## src/rtl/survivor_memory.sv

```systemverilog
// -----------------------------------------------------------------------------
// survivor_memory
//
// Ring buffer of Viterbi survivor decisions. Each accepted ACS decision vector
// (2^M bits, one per trellis state) is written into the next column of a
// D-column ring. A fill counter tracks how many columns hold valid history
// in the current frame. Once the ring is full, every further write issues a
// one-cycle traceback request. The traceback unit reads single bits
// (column tb_time, state tb_state) with a one-cycle registered latency.
//
// Ports
//   clk          in   sole clock, rising edge
//   rst          in   synchronous active-high reset
//   dec_valid    in   decision vector valid this cycle
//   dec_vec      in   [2^M]        survivor decisions, bit s = state s
//   frame_start  in   start a new frame, discard history
//   wr_ptr       out  [clog2(D)]   most recently written column
//   fill         out  [clog2(D+1)] valid column count, saturates at D
//   full         out  fill == D
//   tb_req       out  one-cycle traceback-start pulse
//   tb_time      in   [clog2(D)]   traceback read column
//   tb_state     in   [M]          traceback read state
//   tb_surv_bit  out  registered survivor bit
//
// Build option
//   SURVMEM_RAW_FWD_EN : when defined, a read that hits the column being
//   written in the same cycle returns the new bit instead of the old content.
// -----------------------------------------------------------------------------
module survivor_memory #(
    parameter int M = 6,
    parameter int D = 40,
    localparam int NS     = 1 << M,
    localparam int PTR_W  = $clog2(D),
    localparam int FILL_W = $clog2(D + 1)
) (
    input  logic              clk,
    input  logic              rst,
    input  logic              dec_valid,
    input  logic [NS-1:0]     dec_vec,
    input  logic              frame_start,
    output logic [PTR_W-1:0]  wr_ptr,
    output logic [FILL_W-1:0] fill,
    output logic              full,
    output logic              tb_req,
    input  logic [PTR_W-1:0]  tb_time,
    input  logic [M-1:0]      tb_state,
    output logic              tb_surv_bit
);

    localparam logic [PTR_W-1:0]  PTR_LAST = PTR_W'(D - 1);
    localparam logic [FILL_W-1:0] FILL_MAX = FILL_W'(D);
    localparam logic [PTR_W:0]    DEPTH_X  = (PTR_W + 1)'(D);

    // Survivor storage; deliberately not reset (validity is tracked by fill).
    logic [NS-1:0]     mem_q [D];

    logic [PTR_W-1:0]  wr_ptr_q, wr_ptr_d;
    logic [FILL_W-1:0] fill_q, fill_d;
    logic              tb_req_q, tb_req_d;
    logic              surv_q, surv_d;
    logic [PTR_W-1:0]  wr_col_s;
    logic              mem_we_s;
    logic              rd_in_range_s;

    // Write column: frame_start restarts the ring at column 0, otherwise advance with wrap.
    always_comb begin
        if (frame_start) begin
            wr_col_s = '0;
        end else if (wr_ptr_q == PTR_LAST) begin
            wr_col_s = '0;
        end else begin
            wr_col_s = wr_ptr_q + PTR_W'(1);
        end
    end

    // Reset has priority over writes, so a write in a reset cycle is dropped.
    assign mem_we_s      = dec_valid & ~rst;
    assign rd_in_range_s = ({1'b0, tb_time} < DEPTH_X);

    // Next-state for pointer, fill and traceback request.
    always_comb begin
        wr_ptr_d = wr_ptr_q;
        fill_d   = fill_q;
        tb_req_d = 1'b0;
        if (dec_valid) begin
            wr_ptr_d = wr_col_s;
            if (frame_start) begin
                fill_d = FILL_W'(1);
            end else if (fill_q < FILL_MAX) begin
                fill_d = fill_q + FILL_W'(1);
            end else begin
                fill_d = fill_q;
            end
            // A pulse follows every write that leaves the ring full.
            tb_req_d = (fill_d == FILL_MAX);
        end else if (frame_start) begin
            wr_ptr_d = PTR_LAST;
            fill_d   = '0;
            tb_req_d = 1'b0;
        end else begin
            wr_ptr_d = wr_ptr_q;
            fill_d   = fill_q;
            tb_req_d = 1'b0;
        end
    end

    // Read mux: out-of-range columns return 0; optional same-cycle write forwarding.
    always_comb begin
        surv_d = 1'b0;
        if (rd_in_range_s) begin
`ifdef SURVMEM_RAW_FWD_EN
            if (mem_we_s && (wr_col_s == tb_time)) begin
                surv_d = dec_vec[tb_state];
            end else begin
                surv_d = mem_q[tb_time][tb_state];
            end
`else
            surv_d = mem_q[tb_time][tb_state];
`endif
        end else begin
            surv_d = 1'b0;
        end
    end

    // Storage write port.
    always_ff @(posedge clk) begin
        if (mem_we_s) begin
            mem_q[wr_col_s] <= dec_vec;
        end
    end

    // Control and read-data registers with synchronous reset.
    always_ff @(posedge clk) begin
        if (rst) begin
            wr_ptr_q <= PTR_LAST;
            fill_q   <= '0;
            tb_req_q <= 1'b0;
            surv_q   <= 1'b0;
        end else begin
            wr_ptr_q <= wr_ptr_d;
            fill_q   <= fill_d;
            tb_req_q <= tb_req_d;
            surv_q   <= surv_d;
        end
    end

    assign wr_ptr      = wr_ptr_q;
    assign fill        = fill_q;
    assign full        = (fill_q == FILL_MAX);
    assign tb_req      = tb_req_q;
    assign tb_surv_bit = surv_q;

endmodule

```

## config.mk

```make
export PLATFORM = sky130hd
export DESIGN_NAME = survivor_memory
export DESIGN_NICKNAME = d
export VERILOG_FILES = /design/src/rtl/survivor_memory.sv
export SDC_FILE = /design/constraint.sdc
export NUM_CORES = 2
export LEC_CHECK = 0
export BUFFER_PORTS_ARGS = -buffer_cell sky130_fd_sc_hd__buf_2
export CAP_MARGIN = 30
export CORE_MARGIN = 4
export CORE_UTILIZATION = 60
export CTS_CLUSTER_DIAMETER = 40
export DETAILED_ROUTE_END_ITERATION = 6
export PLACE_DENSITY = 0.76
export SLEW_MARGIN = 40
export SYNTH_ARGS = -nofsm -noshare
export SYNTH_HDL_FRONTEND = slang
export SYNTH_SLANG_ARGS = --single-unit
```

## constraint.sdc

```tcl
create_clock -name clk -period 6.9 [get_ports clk]
set_clock_uncertainty 0.1 [all_clocks]
set_input_delay 1.035 -clock clk [delete_from_list [all_inputs] [get_ports clk]]
set_output_delay 1.035 -clock clk [all_outputs]
set_load 0.02 [all_outputs]
```

==> summary.md <==
| Metric | Value |
|---|---|
| Post_cts resized | `0` |
| Hold Fails Final Rpt | `0` |
| H-tree Lvls | `5` |
| Row cnt | `149` |
| Detailed Routing Iterations Pass 1 | `6` |
| Initial antenna violation count | `30` |
| Status | `finished clean` |
| Setup CP Type | `in2reg` |
| Slew @ Worst Pin | `962 ps` |
| Ports | `95` |
| Max Cap Viol | `0` |
| Switch share | `0.213` |
| Post-route setup TNS | `0 ps` |
| First-pass GRT wire length | `397,000 µm` |
| # nets final | `4,830` |
| Final Setup Violations | `0` |
| Largest net degree at the start of global routing | `96` |
| Layout cells sized above 1 | `0.284` |
| WP data required | `7590 ps` |
| CP Data Arrival Time | `5200 ps` |
| # Post-CTS Setup Buffers | `0` |
| Top cell type's share of synthesized area | `0.774` |
| TritonCTS clock tree | `done` |
| GRT Residual Overflow | `0` |
| Max-slew headroom | `0.354` |
| Clock Power Share | `0.448` |
| Slew Viols, Final | `0` |
| Power per Cell Area | `303 nW/µm²` |
| Input/output buffers | `94` |
| Post-Syn Area per Cell | `22.4 µm²` |
| Worst Setup End Kind | `register` |
| Final Power | `34.2 mW` |
| Syn nets | `4,519` |
| Sw power | `7.28 mW` |
| Register area share after synthesis | `0.777` |
| EDFF count, synth | `2,560` |
| Commonest cells in the netlist | `2,560 x edfxtp_1, 631 x mux4_2, 159 x mux2i_1` |
| Die Y-Extent | `415 µm` |
| Final wirelength | `281,000 µm` |
| Gate power share | `0.047` |
| Post-route DRC | `0` |
| Worst VDD drop | `~0.00031 V` |
| RSZ-0062 raised after global routing | `no` |
| Count leader, synth | `edfxtp_1` |
| CTS buffer count | `298` |
| Placer Congestion | `0.816` |
| Area leader, netlist | `edfxtp_1` |
| Vias in the first global route | `around 52,000` |
| Synth area leaders | `edfxtp_1 77%, mux4_2 14%, mux2i_1 1.6%` |
| Cells after Synth | `4,436` |
| Post-Syn Area | `a little under 100,000 µm²` |
| Vias per cell | `about 7.3` |
| Seq pwr share | `0.505` |
| Total track usage | `0.328` |
| Drt first-iter violations | `8,906` |
| Clock Path Buffers | `4` |
| Hold Crit Class | `in2reg` |
| Fraction of registers with async set or reset after synthesis | `0` |
| Core area | `~160,000 µm²` |
| Worst-Skew Late Latency | `940 ps` |
| Crit share post-route | `0.654` |
| Initial cell density of the core | `0.603` |
| Crit start category | `input port` |
| Final ANT Viol Nets | `0` |
| Routed len/inst | `a little under 40 µm` |
| Post-synth cell types | `72` |
| Detailed Place HPWL | `144,000 µm` |
| Via count | `52,100` |
| Die Span X | `415 µm` |
| Root buf cell | `clkbuf_16` |
| Cts hold-fix bufs | `0` |
| Internal cell power | `26.9 mW` |
| Fmax | `approximately 220 MHz` |
| Area Growth Syn to Fin | `13.8%` |
| Most common flop cell mapped by yosys | `edfxtp_1` |
| Crit-path max FO | `95` |
| Die footprint | `172,000 µm²` |
| Leak | `approximately 36 nW` |
| Clock Pin Slew Worst Setup and Hold Paths | `60 ps` |
| Synthesis-stage register bit count | `2,574` |
| YS warnings | `0` |
| Sink Count | `2,574` |
| Tmin final | `4510 ps` |
path summary, 6_finish.rpt:
path,from,slack [ps],cells after the start,end
worst max register to register,wr_ptr[0],2960,8,mem_q[22][4]
worst max-delay path,tb_time[1],2390,10,tb_surv_bit
worst min register to register,fill[1],470,2,fill[1]
worst min-delay path,frame_start,450,2,tb_req
power groups by stage:
| stage | logic, mW | registers (mW) | clock network (mW) |
|---|---|---|---|
| 6_report | 1.60 | 17.3 | 15.3 |
| 3_5_place_dp | 1.55 | 17.6 | 0 |
| 4_1_cts | 1.57 | 17.3 | 15.4 |
| 2_1_floorplan | 0.891 | 17.6 | 0 |
| 3_3_place_gp | 1.52 | 17.6 | 0 |
| 5_1_grt | 1.67 | 17.3 | 16.2 |
state kept, by name, summed over array words and instances (netlist names):
register and count:
wr_ptr 6, mem_q 2560, tb_req 1, fill 6, tb_surv_bit 1
kinds of logic after synthesis:
group	synth area share
adder cells (fa/ha/maj)	0.000378
flip-flops	0.777
AO/OA/AOI/OAI	0.0262
multiplexers	0.161
buffers and inverters	0.0161
XOR/XNOR	0.000617
AND/OR/NAND/NOR	0.0191
cells in the final DEF (no fill, tap or decap), types with 14 or more instances in the layout:
cell type,netlist,final
clkbuf_1,87,44
buf_2,62,90
clkbuf_16,0,307
o221ai_1,27,27
buf_4,33,103
clkinv_4,0,14
nor2_4,0,42
clkinv_1,2,28
nor2_1,88,46
o21ai_0,41,41
o22ai_1,32,32
a31oi_1,19,19
inv_6,0,22
diode_2,0,17
mux2_2,16,16
buf_12,0,48
mux4_2,631,631
dfxtp_1,14,14
a22oi_1,45,45
nand3_1,33,33
nor3_1,40,40
nand2_1,157,155
a211oi_1,15,15
clkinv_2,0,30
a21oi_1,59,59
edfxtp_1,2560,2560
bufinv_16,0,27
clkinvlp_4,0,19
mux2i_1,159,159
through the flow:
step	worst slack (ps)	hold slack (ps)	instance area (µm²)	utilization	instances
floorplan	1620	516	99300	-	4436
global placement	1700	455	103000	0.626	6619
detailed placement	1650	457	103000	0.628	6632
CTS	2590	389	113000	0.685	7130
global route	2450	444	113000	0.686	7140
finish	2390	454	113000	0.686	7151
metal layers:
metal  track usage  vias up  wire length (µm)
met5             0        -               116
met4         0.156       18             16200
met2         0.496     4648            130000
li1              -    19600                 -
met3        0.0910      960             41100
met1         0.450    26900             92700
layout make-up:
class / count / area [µm²]
fillers: 9582 / 51800
flip-flops and latches: 2574 / 77200
repair buffers: 263 / 2630
inverters: 18 / 75.1
diodes: 17 / 42.5
clock buffers: 349 / 7800
multi-input cells: 1592 / 21000
clock inverters: 149 / 1640
well taps: 2189 / 2740
critical path: stages:
cell and delay (ps):
buf_8 500, buf_12 570, mux4_2 420, mux4_2 460, nand2_1 90, nand2_1 70
o21ai_0 640, nand4_1 560, a32oi_1 450, o32ai_1 150
(Power assumes the default switching activity.)
